===== src/rtl/fetch_unit_pkg.sv =====
// Shared NBBPU fetch definitions: widths, reset vector, state and PC-select encodings.
package fetch_unit_pkg;

  localparam int unsigned NBBPU_WIDTH = 16;
  localparam logic [15:0] DEFAULT_RESET_VECTOR = 16'h0000;

  typedef enum logic [1:0] {
    FETCH = 2'd0,
    VALID = 2'd1,
    FLUSH = 2'd2,
    HALT  = 2'd3
  } fetch_state_t;

  typedef enum logic [1:0] {
    PC_HOLD     = 2'd0,
    PC_INC      = 2'd1,
    PC_TARGET   = 2'd2,
    PC_REDIRECT = 2'd3
  } pc_sel_t;

endpackage


===== src/rtl/fetch_unit_if.sv =====
// Instruction-memory request channel plus fetch/decode instruction handoff.
interface fetch_unit_if #(
  parameter int unsigned WIDTH = 16
);

  logic             imem_req;
  logic [WIDTH-1:0] imem_addr;
  logic             imem_ready;
  logic [WIDTH-1:0] imem_rdata;
  logic             instr_valid;
  logic [WIDTH-1:0] instr;
  logic [WIDTH-1:0] instr_pc;
  logic             instr_ready;

  modport master (
    output imem_req, imem_addr, instr_valid, instr, instr_pc,
    input  imem_ready, imem_rdata, instr_ready
  );

  modport slave (
    input  imem_req, imem_addr, instr_valid, instr, instr_pc,
    output imem_ready, imem_rdata, instr_ready
  );

endinterface


===== src/rtl/fetch_unit_pc_unit.sv =====
// Program counter and pending redirect address, updated on the falling edge.
module fetch_unit_pc_unit
  import fetch_unit_pkg::*;
#(
  parameter int unsigned      WIDTH        = NBBPU_WIDTH,
  parameter logic [WIDTH-1:0] RESET_VECTOR = '0
) (
  input  logic             clock,
  input  logic             reset,
  input  pc_sel_t          sel,
  input  logic             redirect_load,
  input  logic [WIDTH-1:0] target,
  output logic [WIDTH-1:0] pc
);

  logic [WIDTH-1:0] redirect_pc;
  logic [WIDTH-1:0] pc_next;

  // Next-PC mux: hold, sequential (wraps at 2^WIDTH), branch target or saved redirect.
  always_comb begin
    pc_next = pc;
    case (sel)
      PC_HOLD:     pc_next = pc;
      PC_INC:      pc_next = WIDTH'(pc + WIDTH'(1));
      PC_TARGET:   pc_next = target;
      PC_REDIRECT: pc_next = redirect_pc;
      default:     pc_next = pc;
    endcase
  end

  // PC and redirect registers with synchronous reset.
  always_ff @(negedge clock) begin
    if (reset) begin
      pc          <= RESET_VECTOR;
      redirect_pc <= '0;
    end else begin
      pc <= pc_next;
      if (redirect_load) redirect_pc <= target;
    end
  end

endmodule


===== src/rtl/fetch_unit.sv =====
// NBBPU instruction fetch: owns the PC, requests imem, buffers one instruction for decode.
module fetch_unit
  import fetch_unit_pkg::*;
#(
  parameter int unsigned      WIDTH        = NBBPU_WIDTH,
  parameter logic [WIDTH-1:0] RESET_VECTOR = WIDTH'(DEFAULT_RESET_VECTOR)
) (
  input  logic             clock,
  input  logic             reset,
  input  logic             branch_taken,
  input  logic [WIDTH-1:0] branch_target,
  input  logic             halt,
  output logic             halted,
  output logic [WIDTH-1:0] pc,
  fetch_unit_if.master     bus
);

  fetch_state_t     state;
  logic             halt_pend;
  logic             halt_now;
  pc_sel_t          pc_sel;
  logic             redirect_load;
  logic             instr_valid;
  logic [WIDTH-1:0] instr;
  logic [WIDTH-1:0] instr_pc;

  assign halt_now = halt | halt_pend;

  // Request is a pure decode of registered state and pc, so it stays stable until accepted.
  assign bus.imem_req    = (state == FETCH) || (state == FLUSH);
  assign bus.imem_addr   = pc;
  assign bus.instr_valid = instr_valid;
  assign bus.instr       = instr;
  assign bus.instr_pc    = instr_pc;

  // PC update selection; halt suppresses every redirect and increment.
  always_comb begin
    pc_sel        = PC_HOLD;
    redirect_load = 1'b0;
    case (state)
      FETCH: begin
        if (!halt_now) begin
          if (bus.imem_ready) pc_sel = branch_taken ? PC_TARGET : PC_INC;
          else if (branch_taken) redirect_load = 1'b1;
        end
      end
      VALID: begin
        if (!halt_now && branch_taken) pc_sel = PC_TARGET;
      end
      FLUSH: begin
        if (!halt_now) begin
          if (bus.imem_ready) pc_sel = branch_taken ? PC_TARGET : PC_REDIRECT;
          else if (branch_taken) redirect_load = 1'b1;
        end
      end
      default: pc_sel = PC_HOLD;
    endcase
  end

  fetch_unit_pc_unit #(
    .WIDTH        (WIDTH),
    .RESET_VECTOR (RESET_VECTOR)
  ) u_pc_unit (
    .clock         (clock),
    .reset         (reset),
    .sel           (pc_sel),
    .redirect_load (redirect_load),
    .target        (branch_target),
    .pc            (pc)
  );

  // Fetch FSM with registered instruction buffer, sticky halt and halted flag.
  always_ff @(negedge clock) begin
    if (reset) begin
      state       <= FETCH;
      halt_pend   <= 1'b0;
      halted      <= 1'b0;
      instr_valid <= 1'b0;
      instr       <= '0;
      instr_pc    <= '0;
    end else begin
      halt_pend <= halt_pend | halt;
      case (state)
        FETCH: begin
          if (bus.imem_ready) begin
            if (halt_now) begin
              state  <= HALT;
              halted <= 1'b1;
            end else if (!branch_taken) begin
              instr       <= bus.imem_rdata;
              instr_pc    <= pc;
              instr_valid <= 1'b1;
              state       <= VALID;
            end
          end else if (!halt_now && branch_taken) begin
            state <= FLUSH;
          end
        end
        VALID: begin
          if (halt_now) begin
            instr_valid <= 1'b0;
            state       <= HALT;
            halted      <= 1'b1;
          end else if (branch_taken || bus.instr_ready) begin
            instr_valid <= 1'b0;
            state       <= FETCH;
          end
        end
        FLUSH: begin
          if (bus.imem_ready) begin
            if (halt_now) begin
              state  <= HALT;
              halted <= 1'b1;
            end else begin
              state <= FETCH;
            end
          end
        end
        HALT: begin
          instr_valid <= 1'b0;
          halted      <= 1'b1;
        end
        default: state <= HALT;
      endcase
    end
  end

endmodule


===== src/flat_wrapper.sv =====
// flat-port wrapper written by rule: the top's interface ports become plain ports
module fetch_unit_flat import fetch_unit_pkg::*;
#(
  parameter int unsigned      WIDTH        = NBBPU_WIDTH,
  parameter logic [WIDTH-1:0] RESET_VECTOR = WIDTH'(DEFAULT_RESET_VECTOR)
)
  (clock, reset, branch_taken, branch_target, halt, halted, pc, bus_imem_req, bus_imem_addr, bus_instr_valid, bus_instr, bus_instr_pc, bus_imem_ready, bus_imem_rdata, bus_instr_ready);
  fetch_unit_if #(.WIDTH(WIDTH)) bus_i ();
  input  logic clock;
  input  logic reset;
  input  logic branch_taken;
  input  logic [WIDTH-1:0] branch_target;
  input  logic halt;
  output logic halted;
  output logic [WIDTH-1:0] pc;
  output wire logic [$bits(bus_i.imem_req)-1:0] bus_imem_req;
  output wire logic [$bits(bus_i.imem_addr)-1:0] bus_imem_addr;
  output wire logic [$bits(bus_i.instr_valid)-1:0] bus_instr_valid;
  output wire logic [$bits(bus_i.instr)-1:0] bus_instr;
  output wire logic [$bits(bus_i.instr_pc)-1:0] bus_instr_pc;
  input wire logic [$bits(bus_i.imem_ready)-1:0] bus_imem_ready;
  input wire logic [$bits(bus_i.imem_rdata)-1:0] bus_imem_rdata;
  input wire logic [$bits(bus_i.instr_ready)-1:0] bus_instr_ready;
  assign bus_imem_req = bus_i.imem_req;
  assign bus_imem_addr = bus_i.imem_addr;
  assign bus_instr_valid = bus_i.instr_valid;
  assign bus_instr = bus_i.instr;
  assign bus_instr_pc = bus_i.instr_pc;
  assign bus_i.imem_ready = bus_imem_ready;
  assign bus_i.imem_rdata = bus_imem_rdata;
  assign bus_i.instr_ready = bus_instr_ready;
  fetch_unit #(.WIDTH(WIDTH), .RESET_VECTOR(RESET_VECTOR)) u_core (.clock(clock), .reset(reset), .branch_taken(branch_taken), .branch_target(branch_target), .halt(halt), .halted(halted), .pc(pc), .bus(bus_i));
endmodule

===== config.mk =====
export PLATFORM = sky130hd
export DESIGN_NAME = fetch_unit_flat
export DESIGN_NICKNAME = d
export VERILOG_FILES = /design/src/rtl/fetch_unit_pkg.sv /design/src/rtl/fetch_unit_if.sv /design/src/rtl/fetch_unit_pc_unit.sv /design/src/rtl/fetch_unit.sv /design/src/flat_wrapper.sv
export SDC_FILE = /design/constraint.sdc
export NUM_CORES = 1
export LEC_CHECK = 0
export CAP_MARGIN = 20
export CORE_UTILIZATION = 50
export DETAILED_ROUTE_END_ITERATION = 7
export PLACE_DENSITY = 0.86
export SLEW_MARGIN = 40
export SYNTH_ARGS = -nofsm -noshare
export SYNTH_HDL_FRONTEND = slang
export SYNTH_SLANG_ARGS = --single-unit

===== constraint.sdc =====
create_clock -name clock -period 7.2 [get_ports clock]
set_input_delay 2.16 -clock clock [delete_from_list [all_inputs] [get_ports clock]]
set_output_delay 2.16 -clock clock [all_outputs]
set_load 0.01 [all_outputs]

# Yosys cells after proc, flatten, opt, wreduce, memory -nomap -nowiden
# Cells that the tools add are included.
# word_totals
output_inout_bits	67
mem_count	0
in_bits	38
mem_bits_rw	0
latch_bits	0
romBits	0
register_bits	69
elab_cells	69
# op_classes
n_mul	0
div_mod_pow	0
reduce_logical	12
shifts	0
order_cmp	0
bitwise_logic	3
addsub	1
eq_ne	14
mux	31
# ops
operator	count
case mux 16 bit (3 select lines)	1
two-way mux 2 bit	14
adder 16 x 1 -> 16 bit (second input constant)	1
two-way mux 1 bit	12
case mux 2 bit (3 select lines)	2
AND reduction 5 bit	2
== test 2 bit (second input constant)	4
inequality test 2 bit (second input constant)	4
case mux 1 bit (3 select lines)	2
nonzero test 3 bit	2
== test 2 x 1 -> 1 bit (second input constant)	2
logical NOT 2 bit	2
inequality test 4 x 3 -> 1 bit (second input constant)	1
AND reduction 4 bit	1
inequality test 3 x 1 -> 1 bit (second input constant)	1
inequality test 3 bit (second input constant)	1
logical OR 1 bit	2
inequality test 2 x 1 -> 1 bit (second input constant)	1
NOT 1 bit	2
OR reduction 2 bit	1
logical AND 1 bit	1
logical NOT 1 bit	1
bitwise OR 1 bit	1

# Longest topological paths before layout
# Gate-level depths: netlist of run 1.
# logic_depth
depth_word	7
mapped_depth	9
mapped_depth_nobuf	7

# Modules after synthesis
# From an unflattened synthesis of run 1, not the netlist that was laid out.
# hier_totals
cells_unflattened	402
hier_area_um2	3400.8
# modules_own_cells
mod	cells_per_inst	area_each_um2	seq_area_each_um2	instances
fetch_unit_pc_unit	193	1730.4	640.6	1
fetch_unit	209	1670.4	740.7	1

==> metrics.yaml, run 1 <==
sta:
  final-hold-violation-count: 0
  finalClockSkew_ns: 0.03754
  setup_viol_count_final: 1
  relSlewSlack_pct: 50.22
  fin_ws_ns: -0.01358
  max_slew.worst_pin.slew_ns: 0.7452
  drv_slew: 0
layout:
  antenna_cells: 0
  design_area_sq_um: 4996
  num-fill-cells: 346
  drive_above_1_share_pct: 15.12
  num-nets-final: 640
  area_growth_pct: 55.43
status:
  status: "finished, violations left"
  violations: "negative setup slack"
synthesis:
  synth_common_cells: "nand2_1, dfxtp_1, a21oi_1, clkbuf_1, nor2_1"
  synth_top_family_by_area: "simple AND/OR/NAND/NOR gates"
  syn_nets: 457
  synth.area.top_cells: "dfxtp_1, nand2_1, a21oi_1"
  muxShareOfSynthArea_pct: 1.752
  syn_area_sq_um: 3214
  yosys.area_share.simple_pct: 26.24
  netlist.area_leader.share_pct: 42.97
  synth_cell_types: 44
  synth-xor-area-share_pct: 3.542
  synth_warnings: 0
  synth_async_sr_flop_share_pct: 0
  synth_adder_area_share_pct: 1.946
  yosysSeqAreaShare_pct: 42.97
  synth_compound_area_share_pct: 15.41
  ys_seq_elements: 69
  avgSynthCellArea_sq_um: 7.764
  synthCells: 414
  synth.largest_area_cell: "dfxtp_1"
  synth_edf_count: 0
  synth.most_common_cell: "nand2_1"
  synth_flop_cell: "dfxtp_1"
route:
  drc: 0
  viasPerCell: 5.808
  routed_wl_microns: 11450
  dr.pass1.iters: 7
  vias: 3932
  antenna_left: 0
  wl_per_cell_microns: 16.91
  drt-initial-drc-count: 666
power_and_ir_drop:
  p_leak_nw: 2.193
  p_int_mw: 0.8008
  switchingPower_mw: 0.5238
  swShare_pct: 39.55
  p_total_mw: 1.325
  pwr-share-clk_pct: 35.1
  p_per_area_nw_per_um2: 265.1
  comb_power_share_pct: 30.3
  seqPwrFrac_pct: 34.6
  vdd_drop_max_v: 0.0001888
worst_setup_path:
  cp_slowest_stage_delay_ns: 0.59
  arrival_ns: 3.92
  critPathKind: "in2reg"
  crit_family: "simple AND/OR/NAND/NOR gates"
  r2r-end: "u_core.u_pc_unit.pc[14]$_SDFFE_NP0P_"
  cp.depth: 9
  crit_top_cell: "buf_4"
  worstRegToRegCells: 7
  path_cells: "buf_6 -> or4b_4 -> buf_12 -> buf_4 -> nor2_2 -> buf_4 -> nand2_1 -> xor2_1 -> a211oi_1"
  path_max_fanout: 5
  cp_slowest_cell: "or4b_4"
  start_kind: "primary input"
  endpoint: "u_core.u_pc_unit.pc[2]$_SDFFE_NP0P_"
  critPathLaunch: "halt"
  crit_buf_inv: 4
  end_kind: "register"
  required_ns: 3.91
  reg2reg_slack_ns: 4.60
  r2r-start: "u_core.u_pc_unit.pc[0]$_SDFFE_NP0P_"
floorplan:
  die_h_microns: 82.18
  dieArea_sq_um: 6754
  initial_utilization_pct: 53.03
  std_cell_rows: 28
  core_area_sq_um: 6061
  die_w_microns: 82.18
  io_pins: 105
global_route:
  grt_pass1_wl_microns: 17390
  overflow: 0
  antenna_found_initial: 0
  grt_max_degree: 33
  grt_pass1_vias: 3801
  grt.total_usage_pct: 34.59
clock_tree:
  numCtsBuffers: 9
  h-tree-depth: 3
  cts-root-buf: "clkbuf_8"
  clkTransAtPathRegs_ns: 0.03
  cts_tree: "yes"
  clk_latency_ns: 0.42
  clock_path_buffers: 2
  cts.sinks: 69
  hold_buffers: 0
placed_design:
  gp_congestion: 1.013
  hpwl_microns: 6883
  io_buffer_count: 104
  dpl_cell_area_sq_um: 4442
flow_run:
  drv_cap: 0
hold_path:
  hp-class: "reg2reg"
  worstHoldStart: "u_core.bus.instr_pc[7]$_SDFFE_NP0P_"
  hold_depth: 2
[cells in the final DEF, fill, tap and decap left out, types with 3 or more instances in the layout]
| cell | netlist | final |
|---|---|---|
| clkdlybuf4s50_1 | 0 | 94 |
| a21oi_1 | 58 | 58 |
| buf_12 | 0 | 3 |
| nor2_1 | 18 | 17 |
| clkbuf_8 | 0 | 9 |
| ha_1 | 5 | 3 |
| nand2_1 | 127 | 127 |
| or3_1 | 3 | 3 |
| nand3_1 | 15 | 14 |
| o21ai_0 | 6 | 4 |
| and3_1 | 5 | 5 |
| nor3_1 | 6 | 6 |
| inv_1 | 7 | 73 |
| dfxtp_2 | 0 | 9 |
| dlymetal6s2s_1 | 0 | 4 |
| xor2_1 | 7 | 7 |
| buf_4 | 17 | 36 |
| dfxtp_1 | 69 | 60 |
| xnor2_1 | 6 | 5 |
| buf_6 | 2 | 4 |
| mux2_2 | 3 | 3 |
| a311oi_1 | 7 | 7 |
[worst min-delay path by stage]
stage / slack, ns / endpoint
2_1_floorplan: 0.43 / u_core.u_pc_unit.redirect_pc[1]$_SDFFE_NP0P_
3_3_place_gp: 0.44 / u_core.halted$_SDFFE_NP0P_
3_5_place_dp: 0.45 / u_core.bus.instr[6]$_SDFFE_NP0P_
4_1_cts: 0.45 / u_core.bus.instr[1]$_SDFFE_NP0P_
5_1_grt: 0.47 / u_core.u_pc_unit.redirect_pc[0]$_SDFFE_NP0P_
6_report: 0.45 / u_core.bus.instr_pc[7]$_SDFFE_NP0P_
[per-stage QoR]
stage	hold WS (ns)	util [%]	TNS, ns	cells	setup WS [ns]
finish	0.4483	82.43	-0.01358	677	-0.01358
global placement	0.4360	73.29	-23.21	588	-0.6954
CTS	0.4523	81.54	-0.02763	674	-0.02763
global route	0.4658	82.43	-0.04123	677	-0.02986
floorplan	0.4332	-	-0.9605	414	-0.1345
detailed placement	0.4472	73.29	-24.08	588	-0.8060
[worst register-to-register path, stage by stage, from the launching register on]
cell     delay, ns
dfxtp_1       0.41
buf_4         0.20
ha_1          0.22
nand4_1       0.45
nor4_1        0.74
o21ai_0       0.15
a21oi_1       0.16
and4_1        0.22
[repair_timing]
action | in CTS | in global routing
hold endpoints to repair | 0 | 0
resized for setup | 34 | 11
endpoints found under the setup margin | 28 | 15
pin swaps | 7 | 2
gates cloned | 0 | 0
buffers inserted | 2 | 3
[cells by family after synthesis]
group	Yosys count
DFF	69
and+or+nand+nor	191
adders and majority gates	5
AOI/OAI and AO/OA	84
xor gates and xnor gates	13
buffers and inverters	48
muxes	4
[routing by layer]
metal	share of wire, %	GRT usage, %	vias to the layer above
met5	0	0	-
met4	5.4	22.46	0
met3	10	13.19	90
met2	49	56.53	299
met1	36	37.30	1789
li1	-	-	1754
[power groups by stage]
| stage | Clock (mW) | Combinational [mW] | Sequential, mW |
|---|---|---|---|
| 6_report | 0.465 | 0.401 | 0.459 |
| 3_5_place_dp | 0.0590 | 0.355 | 0.457 |
| 3_3_place_gp | 0.0590 | 0.344 | 0.454 |
| 4_1_cts | 0.467 | 0.368 | 0.454 |
| 5_1_grt | 0.524 | 0.426 | 0.459 |
| 2_1_floorplan | 0.0590 | 0.175 | 0.465 |
[state kept, by name, indices dropped and copies added, names as in the netlist]
signal                        cells
u_core.bus.instr                 16
u_core.bus.instr_pc              16
u_core.u_pc_unit.redirect_pc     16
u_core.halted                     1
u_core.bus.instr_valid            1
u_core.state                      2
u_core.u_pc_unit.pc              16
u_core.halt_pend                  1
[layout make-up]
class	count	area (sq um)	share of cell area, %
Clock buffer	9	123.9	2.479
Clock inverter	76	316.6	6.336
Inverter	6	22.52	0.4508
Multi-Input combinational cell	297	1652	33.06
Sequential cell	69	1393	27.87
Tap cell	75	93.84	1.878
Timing Repair Buffer	145	1395	27.92
Note: power is estimated with default switching activity, not from simulation.
==> run 2, diff against run 1 <==
--- a/config.mk
+++ b/config.mk
@@ -6,9 +6,12 @@
 export NUM_CORES = 1
 export LEC_CHECK = 0
 export CAP_MARGIN = 20
-export CORE_UTILIZATION = 50
+export CELL_PAD_IN_SITES_DETAIL_PLACEMENT = 1
+export CELL_PAD_IN_SITES_GLOBAL_PLACEMENT = 2
+export CORE_UTILIZATION = 37
 export DETAILED_ROUTE_END_ITERATION = 7
-export PLACE_DENSITY = 0.86
+export DONT_BUFFER_PORTS = 1
+export PLACE_DENSITY_LB_ADDON = 0.1
 export SLEW_MARGIN = 40
 export SYNTH_ARGS = -nofsm -noshare
 export SYNTH_HDL_FRONTEND = slang
==> run 2 against run 1 <==
Effect of this change: the flow now finishes without violations; wire length is 11% lower; final cell count down 13%; clock skew is 0.021 ns lower; via count down 22%; register-to-register slack barely moved; global-route usage shrank 12 points; combinational power shrank 45%; hold slack improved by 0.0048 ns; worst setup slack gained 0.10 ns; die area up 34%; sequential power up 5.0%; critical path type is now reg2out; largest cell class unchanged; highest routed layer unchanged.
==> metrics.yaml, run 2 (synthesized netlist as in run 1, its figures left out) <==
status:
  status: "finished, final reports clean"  # was finished, violations left
clock_tree:
  numCtsBuffers: 9  # unchanged
  hold_buffers: 0  # unchanged
  clock_path_buffers: 2  # unchanged
  clkTransAtPathRegs_ns: 0.03  # about the same
  clk_latency_ns: 0.40  # was 0.42 ns
  post_cts_buffers: 0  # was 2
  cts_tree: "yes"  # unchanged
  cts-root-buf: "clkbuf_8"  # unchanged
  cts.sinks: 69  # unchanged
  h-tree-depth: 3  # unchanged
global_route:
  overflow: 0  # unchanged
  use_met1_pct: 23.91  # was 37.30%
  grt_max_degree: 68  # was 33
  antenna_found_initial: 0  # unchanged
  use_met3_pct: 11.16  # was 13.19%
  top_usage_layer: "met2"  # unchanged
  grt_pass1_vias: 3146  # was 3801
  grt.met2_usage_pct: 38.99  # was 56.53%
  grt_pass1_wl_microns: 15560  # was 17390 microns
  grt.total_usage_pct: 22.90  # was 34.59%
sta:
  max_slew.worst_pin.slew_ns: 0.6656  # was 0.7452 ns
  final-hold-violation-count: 0  # unchanged
  fin_ws_ns: 0.08656  # was -0.01358 ns
  relSlewSlack_pct: 55.22  # was 50.22%
  drv_slew: 0  # unchanged
  setup_viol_count_final: 0  # was 1
  finalClockSkew_ns: 0.01685  # was 0.03754 ns
placed_design:
  io_buffer_count: 0  # was 104
  dpl_cell_area_sq_um: 3351  # was 4442 sq um
  gp_congestion: 0.8030  # was 1.013
  dp.cells: 505  # was 588
  hpwl_microns: 7000  # was 6883 microns
  place_ws_ns: -0.2386  # was -0.8060 ns
worst_setup_path:
  required_ns: 5.04  # was 3.91 ns
  path_max_fanout: 4  # was 5
  critPathKind: "reg2out"  # was in2reg
  start_kind: "register"  # was primary input
  end_kind: "output pin"  # was register
  arrival_ns: 4.95  # was 3.92 ns
layout:
  layout_commonest_cell: "nand2_1"  # unchanged
  instances_no_fill: 588  # was 677
  layout_common_cells: "nand2_1, inv_1, dfxtp_1"  # was nand2_1, clkdlybuf4s50_1, inv_1
  final_util_pct: 45.89  # was 82.43%
  design_area_sq_um: 3809  # was 4996 sq um
  drive_above_1_share_pct: 11.59  # was 15.12%
  antenna_cells: 0  # unchanged
  area_growth_pct: 18.49  # was 55.43%
  num-nets-final: 522  # was 640
floorplan:
  dieArea_sq_um: 9064  # was 6754 sq um
  die_w_microns: 95.21  # was 82.18 microns
  core_area_sq_um: 8299  # was 6061 sq um
  die_h_microns: 95.21  # was 82.18 microns
  io_pins: 105  # unchanged
  std_cell_rows: 33  # was 28
  initial_utilization_pct: 38.73  # was 53.03%
power_and_ir_drop:
  p_total_mw: 1.170  # was 1.325 mW
  p_leak_nw: 1.656  # was 2.193 nW
  p_per_area_nw_per_um2: 307.3  # was 265.1 nW/um^2
  vdd_drop_max_v: 0.0001492  # was 0.0001888 V
route:
  viasPerCell: 5.216  # was 5.808
  antenna_left: 0  # unchanged
  routed_wl_microns: 10150  # was 11450 microns
  drt-initial-drc-count: 68  # was 666
  drc: 0  # unchanged
  dr.pass1.iters: 4  # was 7
  vias: 3067  # was 3932
  wl_per_cell_microns: 17.26  # was 16.91 microns
hold_path:
  hp-class: "reg2reg"  # unchanged
flow_run:
  drv_cap: 0  # unchanged
run 2: changes by cell type in the layout (fill, tap and decap cells not counted), moves of 4 or more:
cell             previous run  this run
dlymetal6s2s_1              4         0
buf_4                      36        26
clkdlybuf4s50_1            94         0
dfxtp_2                     9         0
dfxtp_1                    60        69
buf_6                       4         0
run 2: what timing repair did:
action | in CTS | in global routing
pin swaps | 0 | 0
setup endpoints to repair | 1 | 1
gates resized for setup | 2 | 1
hold endpoints to repair | 0 | 0
run 2: final timing paths:
| kind | from | to | slack (ns) | cells past startpoint |
|---|---|---|---|---|
| max | u_core.state[0]$_SDFFE_NP0P_ | bus_imem_req | 0.09 | 4 |
| min | u_core.u_pc_unit.redirect_pc[10]$_SDFFE_NP0P_ | u_core.u_pc_unit.redirect_pc[10]$_SDFFE_NP0P_ | 0.45 | 2 |
| max reg2reg | u_core.u_pc_unit.pc[0]$_SDFFE_NP0P_ | u_core.u_pc_unit.pc[14]$_SDFFE_NP0P_ | 4.59 | 7 |
| min reg2reg | u_core.u_pc_unit.redirect_pc[10]$_SDFFE_NP0P_ | u_core.u_pc_unit.redirect_pc[10]$_SDFFE_NP0P_ | 0.45 | 2 |
run 2: final cells by class:
| class | count | area [sq um] |
|---|---|---|
| timing repair buffer | 27 | 215.2 |
| clock buffer | 9 | 123.9 |
| fill | 1083 | 4491 |
| multi-input combinational | 297 | 1607 |
| tap | 105 | 131.4 |
| inverter | 6 | 22.52 |
| sequential | 69 | 1381 |
| clock inverter | 75 | 327.8 |
run 2: where the power goes:
group          total [mW]  leakage, nW  internal [mW]  switching [mW]
clock network       0.468        0.470          0.212           0.256
logic               0.220        0.626         0.0900           0.130
registers           0.482        0.559          0.418          0.0641
run 2: metrics by stage:
step                 TNS [ns]  hold WS, ns
floorplan             -0.9605       0.4332
global placement       -2.524       0.4387
detailed placement     -2.677       0.4440
CTS                         0       0.4489
global route        -0.006079       0.4652
finish                      0       0.4531
run 2: per-layer routing:
metal,up-vias,part of all wire [%]
li1,1512,-
met1,1454,40
met2,89,51
met3,12,7.8
met4,0,1.1
met5,-,0
run 2: critical path: stages, from the launching register on:
cell and delay (ns):
dfxtp_1 0.35, inv_1 0.09, ha_1 0.28, nor2_4 0.16, inv_1 0.09
==> run 3, diff against run 2 <==
--- a/config.mk
+++ b/config.mk
@@ -8,6 +8,7 @@
 export CAP_MARGIN = 20
 export CELL_PAD_IN_SITES_DETAIL_PLACEMENT = 1
 export CELL_PAD_IN_SITES_GLOBAL_PLACEMENT = 2
+export CORE_ASPECT_RATIO = 0.6
 export CORE_UTILIZATION = 37
 export DETAILED_ROUTE_END_ITERATION = 7
 export DONT_BUFFER_PORTS = 1
==> run 3 against run 2 <==
Effect of this change: wire length rose by 3.3%; non-clock buffer count fell by 5; first-iteration DRC count rose by 130%; power rose by 11%; hold slack got worse by 0.0023 ns; global-route usage rose by 1.3 points; die area rose by 0.14%; sequential power barely moved; register-to-register slack improved by 0.06 ns; sequential cell count did not move; critical endpoint is now u_core.u_pc_unit.pc[3]$_SDFFE_NP0P_; highest routed layer unchanged.
==> metrics.yaml, run 3 (synthesized netlist as in run 1, its figures left out) <==
hold_path:
  hold_depth: 2  # unchanged
  hp-class: "reg2reg"  # unchanged
  worstHoldStart: "u_core.u_pc_unit.redirect_pc[6]$_SDFFE_NP0P_"  # was u_core.u_pc_unit.redirect_pc[10]$_SDFFE_NP0P_
  whs_endpoint: "u_core.u_pc_unit.redirect_pc[6]$_SDFFE_NP0P_"  # was u_core.u_pc_unit.redirect_pc[10]$_SDFFE_NP0P_
floorplan:
  die_w_microns: 122.3  # was 95.21 microns
  initial_utilization_pct: 39.52  # was 38.73%
  dieArea_sq_um: 9076  # was 9064 sq um
  die_h_microns: 74.20  # was 95.21 microns
  core_area_sq_um: 8133  # was 8299 sq um
  io_pins: 105  # unchanged
  std_cell_rows: 25  # was 33
status:
  status: "finished, final reports clean"  # unchanged
clock_tree:
  clock_path_buffers: 2  # unchanged
  clkTransAtPathRegs_ns: 0.03  # about the same
  clk_latency_ns: 0.41  # was 0.40 ns
  cts-root-buf: "clkbuf_16"  # was clkbuf_8
  numCtsBuffers: 9  # unchanged
  cts_tree: "yes"  # unchanged
  hold_buffers: 0  # unchanged
  cts.sinks: 69  # unchanged
  h-tree-depth: 3  # unchanged
worst_setup_path:
  path_max_fanout: 7  # was 4
  critPathKind: "in2reg"  # was reg2out
  path_cells: "or4b_4 -> nor3_1 -> buf_4 -> xor2_1 -> nor2_1 -> a311oi_1"  # was inv_1 -> ha_1 -> nor2_4 -> inv_1
  worstRegToRegCells: 7  # unchanged
  required_ns: 3.89  # was 5.04 ns
  cp_slowest_cell: "or4b_4"  # was dfxtp_1
  end_kind: "register"  # was output pin
  r2r-end: "u_core.u_pc_unit.pc[14]$_SDFFE_NP0P_"  # unchanged
  arrival_ns: 3.74  # was 4.95 ns
  start_kind: "primary input"  # was register
  reg2reg_slack_ns: 4.65  # was 4.59 ns
  r2r-start: "u_core.u_pc_unit.pc[0]$_SDFFE_NP0P_"  # unchanged
  cp_slowest_stage_delay_ns: 0.59  # was 0.35 ns
sta:
  fin_ws_ns: 0.1519  # was 0.08656 ns
  rsz0062_at_grt: "false"
  max_slew.worst_pin.slew_ns: 0.5774  # was 0.6656 ns
  relSlewSlack_pct: 61.42  # was 55.22%
  finalClockSkew_ns: 0.01808  # was 0.01685 ns
  setup-tns-final_ns: 0  # unchanged
  drv_slew: 0  # unchanged
  setup_viol_count_final: 0  # unchanged
  final-hold-violation-count: 0  # unchanged
layout:
  num-nets-final: 517  # was 522
  antenna_cells: 0  # unchanged
  layout_commonest_cell: "nand2_1"  # unchanged
  layout_common_cells: "nand2_1, inv_1, dfxtp_1"  # unchanged
  num-fill-cells: 1031  # was 1083
  area_growth_pct: 21.21  # was 18.49%
  design_area_sq_um: 3896  # was 3809 sq um
  drive_above_1_share_pct: 10.65  # was 11.59%
route:
  vias: 3116  # was 3067
  drc: 0  # unchanged
  wl_per_cell_microns: 17.86  # was 17.26 microns
  viasPerCell: 5.308  # was 5.216
  drt-initial-drc-count: 159  # was 68
  antenna_left: 0  # unchanged
  routed_wl_microns: 10480  # was 10150 microns
  dr.pass1.iters: 4  # unchanged
placed_design:
  place_ws_ns: -0.2040  # was -0.2386 ns
  hpwl_microns: 7205  # was 7000 microns
  dpl_cell_area_sq_um: 3334  # was 3351 sq um
  io_buffer_count: 0  # unchanged
  gp_congestion: 0.7909  # was 0.8030
global_route:
  grt_max_degree: 68  # unchanged
  grt.total_usage_pct: 24.22  # was 22.90%
  grt_pass1_wl_microns: 16240  # was 15560 microns
  overflow: 0  # unchanged
  antenna_found_initial: 0  # unchanged
  grt_pass1_vias: 3222  # was 3146
flow_run:
  drv_cap: 0  # unchanged
power_and_ir_drop:
  p_leak_nw: 1.680  # was 1.656 nW
  vdd_drop_max_v: 0.0001244  # was 0.0001492 V
  p_per_area_nw_per_um2: 334.3  # was 307.3 nW/um^2
==> run 3: cell count changes in the layout (fill, tap and decap cells not counted), sizes merged <==
cell / delta
clkinvlp: +3
buf: -5
inv: -2
==> run 3: routing by layer <==
layer / vias to the layer above / routed length [microns] / part of all wire, % / global-route usage, %
li1: 1507 / - / - / -
met1: 1492 / 4857 / 46 / 30.42
met2: 104 / 4564 / 44 / 34.89
met3: 13 / 955 / 9.1 / 12.50
met4: 0 / 106 / 1.0 / 10.16
met5: - / 0 / 0 / 0
==> run 3: what timing repair did <==
item	in CTS	in global routing
pin swaps	0	1
cloned	0	0
buffers inserted	0	1
endpoints found under the setup margin	1	1
resized for setup	2	1
==> run 3: worst max-delay path by stage <==
| stage | startpoint | endpoint | slack, ns | depth (start not counted) |
|---|---|---|---|---|
| detailed placement | branch_taken | u_core.u_pc_unit.pc[12]$_SDFFE_NP0P_ | -0.20 | 6 |
| global route | u_core.state[0]$_SDFFE_NP0P_ | bus_imem_req | 0.07 | 4 |
| finish | branch_taken | u_core.u_pc_unit.pc[3]$_SDFFE_NP0P_ | 0.15 | 6 |
| floorplan | bus_imem_ready | u_core.u_pc_unit.pc[12]$_SDFFE_NP0P_ | -0.13 | 8 |
| CTS | u_core.state[0]$_SDFFE_NP0P_ | bus_imem_req | 0.01 | 4 |
| global placement | branch_taken | u_core.u_pc_unit.pc[8]$_SDFFE_NP0P_ | -0.17 | 5 |
==> run 3: critical path, delay by kind of cell <==
kind / cells / cell delay, ns
AO/OA/AOI/OAI: 1 / 0.27
XOR/XNOR: 1 / 0.28
buffers and inverters: 1 / 0.14
AND/OR/NAND/NOR: 3 / 0.88
==> run 3: power breakdown <==
group	switching (mW)	leakage [nW]	total (mW)	internal [mW]
Combinational	0.136	0.614	0.231	0.0945
Sequential	0.0649	0.559	0.483	0.418
Clock	0.273	0.507	0.589	0.316
==> run 3: layout make-up <==
| class | instances | area (sq um) | area share [%] |
|---|---|---|---|
| Multi-Input combinational cell | 297 | 1607 | 41.23 |
| Sequential cell | 69 | 1381 | 35.45 |
| Clock inverter | 76 | 322.8 | 8.285 |
| Clock buffer | 9 | 225.2 | 5.780 |
| Timing Repair Buffer | 22 | 202.7 | 5.202 |
| Tap cell | 108 | 135.1 | 3.468 |
| Inverter | 6 | 22.52 | 0.5780 |
==> run 3: stage by stage <==
| stage | hold slack, ns | power (mW) | instances | utilization [%] |
|---|---|---|---|---|
| 2_1_floorplan | 0.4332 | 0.6984 | 414 | - |
| 3_3_place_gp | 0.4380 | 0.7585 | 502 | 41.00 |
| 3_5_place_dp | 0.4435 | 0.7649 | 502 | 41.00 |
| 4_1_cts | 0.4486 | 1.317 | 586 | 47.78 |
| 5_1_grt | 0.4681 | 1.398 | 587 | 47.91 |
| 6_report | 0.4508 | 1.302 | 587 | 47.91 |
